<file path="config.mk">
export PLATFORM = sky130hd
export DESIGN_NAME = cache_axi_bridge
export DESIGN_NICKNAME = d
export VERILOG_FILES = /design/src/rtl/cache_axi_bridge_pkg.sv /design/src/rtl/cache_axi_bridge.sv
export SDC_FILE = /design/constraint.sdc
export NUM_CORES = 1
export LEC_CHECK = 0
export BUFFER_PORTS_ARGS = -buffer_cell sky130_fd_sc_hd__buf_2
export CORE_UTILIZATION = 25
export CTS_BUF_LIST = sky130_fd_sc_hd__clkbuf_8
export CTS_CLUSTER_DIAMETER = 50
export CTS_CLUSTER_SIZE = 16
export DETAILED_ROUTE_END_ITERATION = 10
export PLACE_DENSITY = 0.5
export SETUP_SLACK_MARGIN = 0.4
export SYNTH_ARGS = -nofsm -noshare
export SYNTH_HDL_FRONTEND = slang
export SYNTH_SLANG_ARGS = --single-unit
</file>
<file path="constraint.sdc">
create_clock -name clk -period 5.2 [get_ports clk]
set_input_delay 1.04 -clock clk [delete_from_list [all_inputs] [get_ports clk]]
set_output_delay 1.04 -clock clk [all_outputs]
set_load 0.02 [all_outputs]
</file>
<file path="src/rtl/cache_axi_bridge_pkg.sv">
// -----------------------------------------------------------------------------
// cache_axi_bridge_pkg
// Shared definitions for the cache-to-AXI bridge: FSM state encoding, the AXI
// OKAY response code and a helper that classifies a response as an error.
// -----------------------------------------------------------------------------
package cache_axi_bridge_pkg;

    // One outstanding transaction at a time; the FSM walks the read or the
    // write path and always finishes in DONE for the single completion pulse.
    typedef enum logic [2:0] {
        S_IDLE    = 3'd0,
        S_RD_ADDR = 3'd1,
        S_RD_DATA = 3'd2,
        S_WR_REQ  = 3'd3,
        S_WR_RESP = 3'd4,
        S_DONE    = 3'd5
    } state_t;

    localparam logic [1:0] AXI_RESP_OKAY = 2'b00;

    // Any response other than OKAY (SLVERR, DECERR, EXOKAY on a non-exclusive
    // access) is reported to the cache as an error.
    function automatic logic resp_is_err(input logic [1:0] resp);
        return (resp != AXI_RESP_OKAY);
    endfunction

endpackage

</file>
<file path="src/rtl/cache_axi_bridge.sv">
// -----------------------------------------------------------------------------
// cache_axi_bridge
// Memory-side responder for cache miss / write-through requests. Each request
// on the m_strobe/m_ready handshake becomes exactly one single-beat AXI4 read
// (AR/R) or write (AW/W/B). AXI len/size/burst/id are tied off outside.
//
// Ports
//   clk, clrn            clock (rising edge), asynchronous active-low reset
//   m_strobe, m_rw       request valid (held until m_ready), 0=read 1=write
//   m_a, m_din, m_sel    address, write data, byte enables (sampled in IDLE)
//   m_dout               last read data, held until the next read completes
//   m_ready, m_err       one-cycle completion pulse and its error flag
//   ar*/r*               AXI read address / read data channels
//   aw*/w*/b*            AXI write address / write data / write response
// -----------------------------------------------------------------------------
module cache_axi_bridge
    import cache_axi_bridge_pkg::*;
#(
    parameter int A_WIDTH = 32
) (
    input  logic               clk,
    input  logic               clrn,
    // cache side
    input  logic               m_strobe,
    input  logic               m_rw,
    input  logic [A_WIDTH-1:0] m_a,
    input  logic [31:0]        m_din,
    input  logic [3:0]         m_sel,
    output logic [31:0]        m_dout,
    output logic               m_ready,
    output logic               m_err,
    // AXI read address
    output logic [A_WIDTH-1:0] araddr,
    output logic               arvalid,
    input  logic               arready,
    // AXI read data
    input  logic [31:0]        rdata,
    input  logic [1:0]         rresp,
    input  logic               rvalid,
    output logic               rready,
    // AXI write address
    output logic [A_WIDTH-1:0] awaddr,
    output logic               awvalid,
    input  logic               awready,
    // AXI write data
    output logic [31:0]        wdata,
    output logic [3:0]         wstrb,
    output logic               wvalid,
    input  logic               wready,
    // AXI write response
    input  logic [1:0]         bresp,
    input  logic               bvalid,
    output logic               bready
);

    state_t             r_state;
    state_t             w_next;

    logic [31:0]        r_dout;
    logic [A_WIDTH-1:0] r_araddr;
    logic [A_WIDTH-1:0] r_awaddr;
    logic [31:0]        r_wdata;
    logic [3:0]         r_wstrb;
    logic               r_err;
    logic               r_aw_done;
    logic               r_w_done;

    logic               w_start;
    logic               w_awvalid;
    logic               w_wvalid;
    logic               w_aw_hs;
    logic               w_w_hs;
    logic               w_aw_fin;
    logic               w_w_fin;
    logic               w_r_hs;
    logic               w_b_hs;

    // A new request is only accepted in IDLE; during DONE m_strobe is ignored
    // so a strobe held high simply starts the next request one cycle later.
    assign w_start   = (r_state == S_IDLE) && m_strobe;

    // AW and W are raised together on entry to WR_REQ and each drops on its own
    // handshake. The valids depend only on registered state, never on ready.
    assign w_awvalid = (r_state == S_WR_REQ) && !r_aw_done;
    assign w_wvalid  = (r_state == S_WR_REQ) && !r_w_done;
    assign w_aw_hs   = w_awvalid && awready;
    assign w_w_hs    = w_wvalid  && wready;
    assign w_aw_fin  = r_aw_done || w_aw_hs;
    assign w_w_fin   = r_w_done  || w_w_hs;

    assign w_r_hs    = (r_state == S_RD_DATA) && rvalid;
    assign w_b_hs    = (r_state == S_WR_RESP) && bvalid;

    assign awvalid   = w_awvalid;
    assign wvalid    = w_wvalid;
    assign araddr    = r_araddr;
    assign awaddr    = r_awaddr;
    assign wdata     = r_wdata;
    assign wstrb     = r_wstrb;
    assign m_dout    = r_dout;

    // ---------------------------------------------------------------------
    // State register
    // ---------------------------------------------------------------------
    always_ff @(posedge clk or negedge clrn) begin
        if (!clrn) begin
            r_state <= S_IDLE;
        end else begin
            r_state <= w_next;
        end
    end

    // ---------------------------------------------------------------------
    // Next-state and state-decoded outputs
    // ---------------------------------------------------------------------
    always_comb begin
        w_next  = r_state;
        arvalid = 1'b0;
        rready  = 1'b0;
        bready  = 1'b0;
        m_ready = 1'b0;
        m_err   = 1'b0;
        case (r_state)
            S_IDLE: begin
                if (m_strobe) begin
                    w_next = m_rw ? S_WR_REQ : S_RD_ADDR;
                end
            end
            S_RD_ADDR: begin
                arvalid = 1'b1;
                if (arready) begin
                    w_next = S_RD_DATA;
                end
            end
            S_RD_DATA: begin
                rready = 1'b1;
                if (rvalid) begin
                    w_next = S_DONE;
                end
            end
            S_WR_REQ: begin
                // Both handshakes may land in the same cycle or in either order.
                if (w_aw_fin && w_w_fin) begin
                    w_next = S_WR_RESP;
                end
            end
            S_WR_RESP: begin
                bready = 1'b1;
                if (bvalid) begin
                    w_next = S_DONE;
                end
            end
            S_DONE: begin
                m_ready = 1'b1;
                m_err   = r_err;
                w_next  = S_IDLE;
            end
            default: begin
                w_next = S_IDLE;
            end
        endcase
    end

    // ---------------------------------------------------------------------
    // Request capture, write-channel bookkeeping and response capture
    // ---------------------------------------------------------------------
    always_ff @(posedge clk or negedge clrn) begin
        if (!clrn) begin
            r_araddr  <= '0;
            r_awaddr  <= '0;
            r_wdata   <= '0;
            r_wstrb   <= '0;
            r_dout    <= '0;
            r_err     <= 1'b0;
            r_aw_done <= 1'b0;
            r_w_done  <= 1'b0;
        end else begin
            if (w_start) begin
                // Request fields are frozen here; later m_a/m_din changes
                // while busy do not reach the AXI side.
                if (m_rw) begin
                    r_awaddr <= m_a;
                    r_wdata  <= m_din;
                    r_wstrb  <= m_sel;
                end else begin
                    r_araddr <= m_a;
                end
                r_err     <= 1'b0;
                r_aw_done <= 1'b0;
                r_w_done  <= 1'b0;
            end

            if (w_aw_hs) begin
                r_aw_done <= 1'b1;
            end
            if (w_w_hs) begin
                r_w_done <= 1'b1;
            end

            if (w_r_hs) begin
                r_dout <= rdata;
                r_err  <= resp_is_err(rresp);
            end
            if (w_b_hs) begin
                r_err <= resp_is_err(bresp);
            end
        end
    end

endmodule

</file>
==> impl_metrics.json <==
{
  "drcViolationCount": 0,
  "dp.cells": 836,
  "status": "finished clean",
  "firstDrtPassIters": 4,
  "clk_latency_ns": 0.42,
  "rows": 53,
  "cts.hold.buffers_added": 0,
  "yosys_warnings": 0,
  "tightest_slew_ns": 1.03,
  "synth_top_family_by_area": "multiplexers",
  "multi_input_area_mm2": 0.00180,
  "via_count": 3621,
  "avgSynthCellArea_um2": 16.4,
  "numCtsBuffers": 17,
  "start_kind": "flop",
  "setup_violations": 0,
  "synth_top_area_cell": "dfrtp_1",
  "max_slew_margin_pct": 31.1,
  "crit_buf_inv": 2,
  "met2_usage_pct": 19.0,
  "fin_hold_ws_ns": 0.499,
  "routedWlPerCell_um": 14.3,
  "drt_iter0_drc": 66,
  "power.density_mw_per_mm2": 669,
  "cts_tree": "built",
  "cp.required_ns": 4.16,
  "wl_mm": 12.4,
  "syn-num-nets": 438,
  "slowest_delay_ns": 0.66,
  "yosys.area_share.simple_pct": 2.46,
  "gp_congestion": 0.733,
  "irDropWorstVdd_v": 0.000248,
  "synthTopCellsByArea": "dfrtp_1 (65%), mux2_2 (26%), mux2_4 (2.5%), buf_2 (1.1%), o21ai_0 (0.47%)",
  "cp_slowest_cell": "dfrtp_1",
  "maxSlewViolCount": 0,
  "period_needed_ns": 3.02,
  "cts-root-buf": "clkbuf_8",
  "dieArea_mm2": 0.0219,
  "fin_ws_ns": 2.18,
  "die_x_um": 148,
  "period_share_pct": 58.2,
  "synth_cells": 325,
  "synthAdderAreaFrac_pct": 0,
  "clk_pin_slew_ns": 0.07,
  "maxCapViolCount": 0,
  "htree_levels": 4,
  "grt_busiest_layer": "met2",
  "cp_top_family": "flip-flops",
  "final-seq-area_mm2": 0.00345,
  "fillers": 2126,
  "synth-edff-count": 0,
  "first_global_vias": 3790,
  "synth-main-ff-cell": "dfrtp_1",
  "pre_cts_ws_ns": 2.35,
  "crit_type": "reg2out",
  "startpoint": "r_state[0]$_DFFE_PN0P_",
  "clockBufferDepth": 2,
  "drive_gt1_share_pct": 70.7,
  "crit_end": "m_err",
  "cts_sinks": 138,
  "synth_compound_area_share_pct": 1.95,
  "coreArea_mm2": 0.0210,
  "reg2reg_to": "m_dout[2]$_DFFE_PN0P_",
  "io_pins": 252,
  "synthMuxAreaShare_pct": 28.9,
  "grt_usage_pct": 11.5,
  "synth.most_common_cell": "dfrtp_1",
  "arrival_ns": 1.98,
  "cp-end-kind": "primary output",
  "postCtsSetupBuffers": 0,
  "ant_nets": 0,
  "r2r_cells": 3,
  "cp_max_fo": 12,
  "min_path_type": "reg2reg",
  "fmax_mhz": 331,
  "antenna_found_initial": 1,
  "ys_seq_area_share_pct": 64.8,
  "ys_ff_latch": 138,
  "area_growth_pct": 36.8,
  "path_depth": 4,
  "netlist_area_mm2": 0.00533,
  "rsz0062_at_grt": "false",
  "reg2reg_slack_ns": 2.80,
  "tns_ns": 0,
  "synth_cell_types": 32,
  "die_h_um": 148,
  "p_leak_nw": 3.58,
  "cp_cell_sequence": "inv_1, nor3b_1, and2_1, buf_2",
  "synth_top_area_share_pct": 64.8,
  "final_hold_viol_count": 0,
  "reg2reg_from": "r_state[2]$_DFFE_PN0P_",
  "grt_pass1_wl_mm": 19.4,
  "via_per_inst": 4.18,
  "grt_max_degree": 97,
  "fin_cells": 867,
  "skew_ns": 0.00841,
  "dp_hpwl_mm": 8.67,
  "start_util_pct": 25.4,
  "io_buffers": 251,
  "use_met1_pct": 13.6,
  "synthTopCellsByCount": "dfrtp_1 (138), mux2_2 (123), buf_2 (12)",
  "fin_nets": 693,
  "post_cts_resized": 0,
  "async_flop_share_pct": 100,
  "overflow": 0,
  "synth_xor_area_share_pct": 0,
  "met3_usage_pct": 4.26
}
through the flow:
step | total power [mW] | cell area [um^2] | util [%]
after floorplan | 3.27 | 5330 | -
after global placement | 4.01 | 6890 | 32.9
after detailed placement | 4.05 | 6890 | 32.9
after CTS | 4.97 | 7290 | 34.8
after global routing | 5.20 | 7290 | 34.8
final | 4.88 | 7290 | 34.8
cell families after synthesis:
group | after synthesis
simple gates | 18
flops | 138
buf+inv | 19
mux | 134
compound gates | 16
state kept, by name (all words and copies together) (netlist names):
| name | cells |
|---|---|
| araddr | 32 |
| awaddr | 32 |
| m_dout | 32 |
| r_aw_done | 1 |
| r_err | 1 |
| r_state | 3 |
| r_w_done | 1 |
| wdata | 32 |
| wstrb | 4 |
worst min-delay path by stage:
stage                           startpoint                     end  slack [ns]  cells past startpoint
floorplan                r_err$_DFFE_PN0P_       r_err$_DFFE_PN0P_        0.52                      2
global placement    araddr[21]$_DFFE_PN0P_  araddr[21]$_DFFE_PN0P_        0.47                      1
detailed placement  araddr[21]$_DFFE_PN0P_  araddr[21]$_DFFE_PN0P_        0.49                      1
CTS                 araddr[21]$_DFFE_PN0P_  araddr[21]$_DFFE_PN0P_        0.51                      1
global route         wdata[24]$_DFFE_PN0P_   wdata[24]$_DFFE_PN0P_        0.52                      1
finish                wdata[3]$_DFFE_PN0P_    wdata[3]$_DFFE_PN0P_        0.50                      1
power breakdown:
part	leakage, nW	switching (mW)	internal [mW]
Clock	0.201	0.400	0.482
Sequential	1.65	0.291	1.61
Combinational	1.72	1.18	0.913
placed cells by master, fill, tap and decap left out, types with 2 or more instances in the layout:
cell type,n
clkbuf_8,22
buf_4,3
mux2_2,123
inv_1,3
buf_2,250
bufinv_16,2
nor3_1,2
mux2_4,9
nor2b_1,2
a21oi_1,2
dfrtp_1,138
o21ai_0,5
nor2_1,3
nor3b_1,3
clkinvlp_4,3
layout make-up:
type / count / area share, %
flip-flops and latches: 138 / 47.4
diodes: 1 / 0.0343
multi-input cells: 168 / 24.7
repair buffers: 254 / 17.6
inverters: 1 / 0.0515
clock buffers: 22 / 4.15
clock inverters: 8 / 1.30
well taps: 275 / 4.72
metal layers:
layer  wire length (um)  share of wire, %  up-vias
met5                  0                 0        -
met2               6130                49      142
met1               5230                42     1796
met4                199               1.6        0
met3                870               7.0       14
li1                   -                 -     1669
Note: power is estimated with default switching activity, not from simulation.
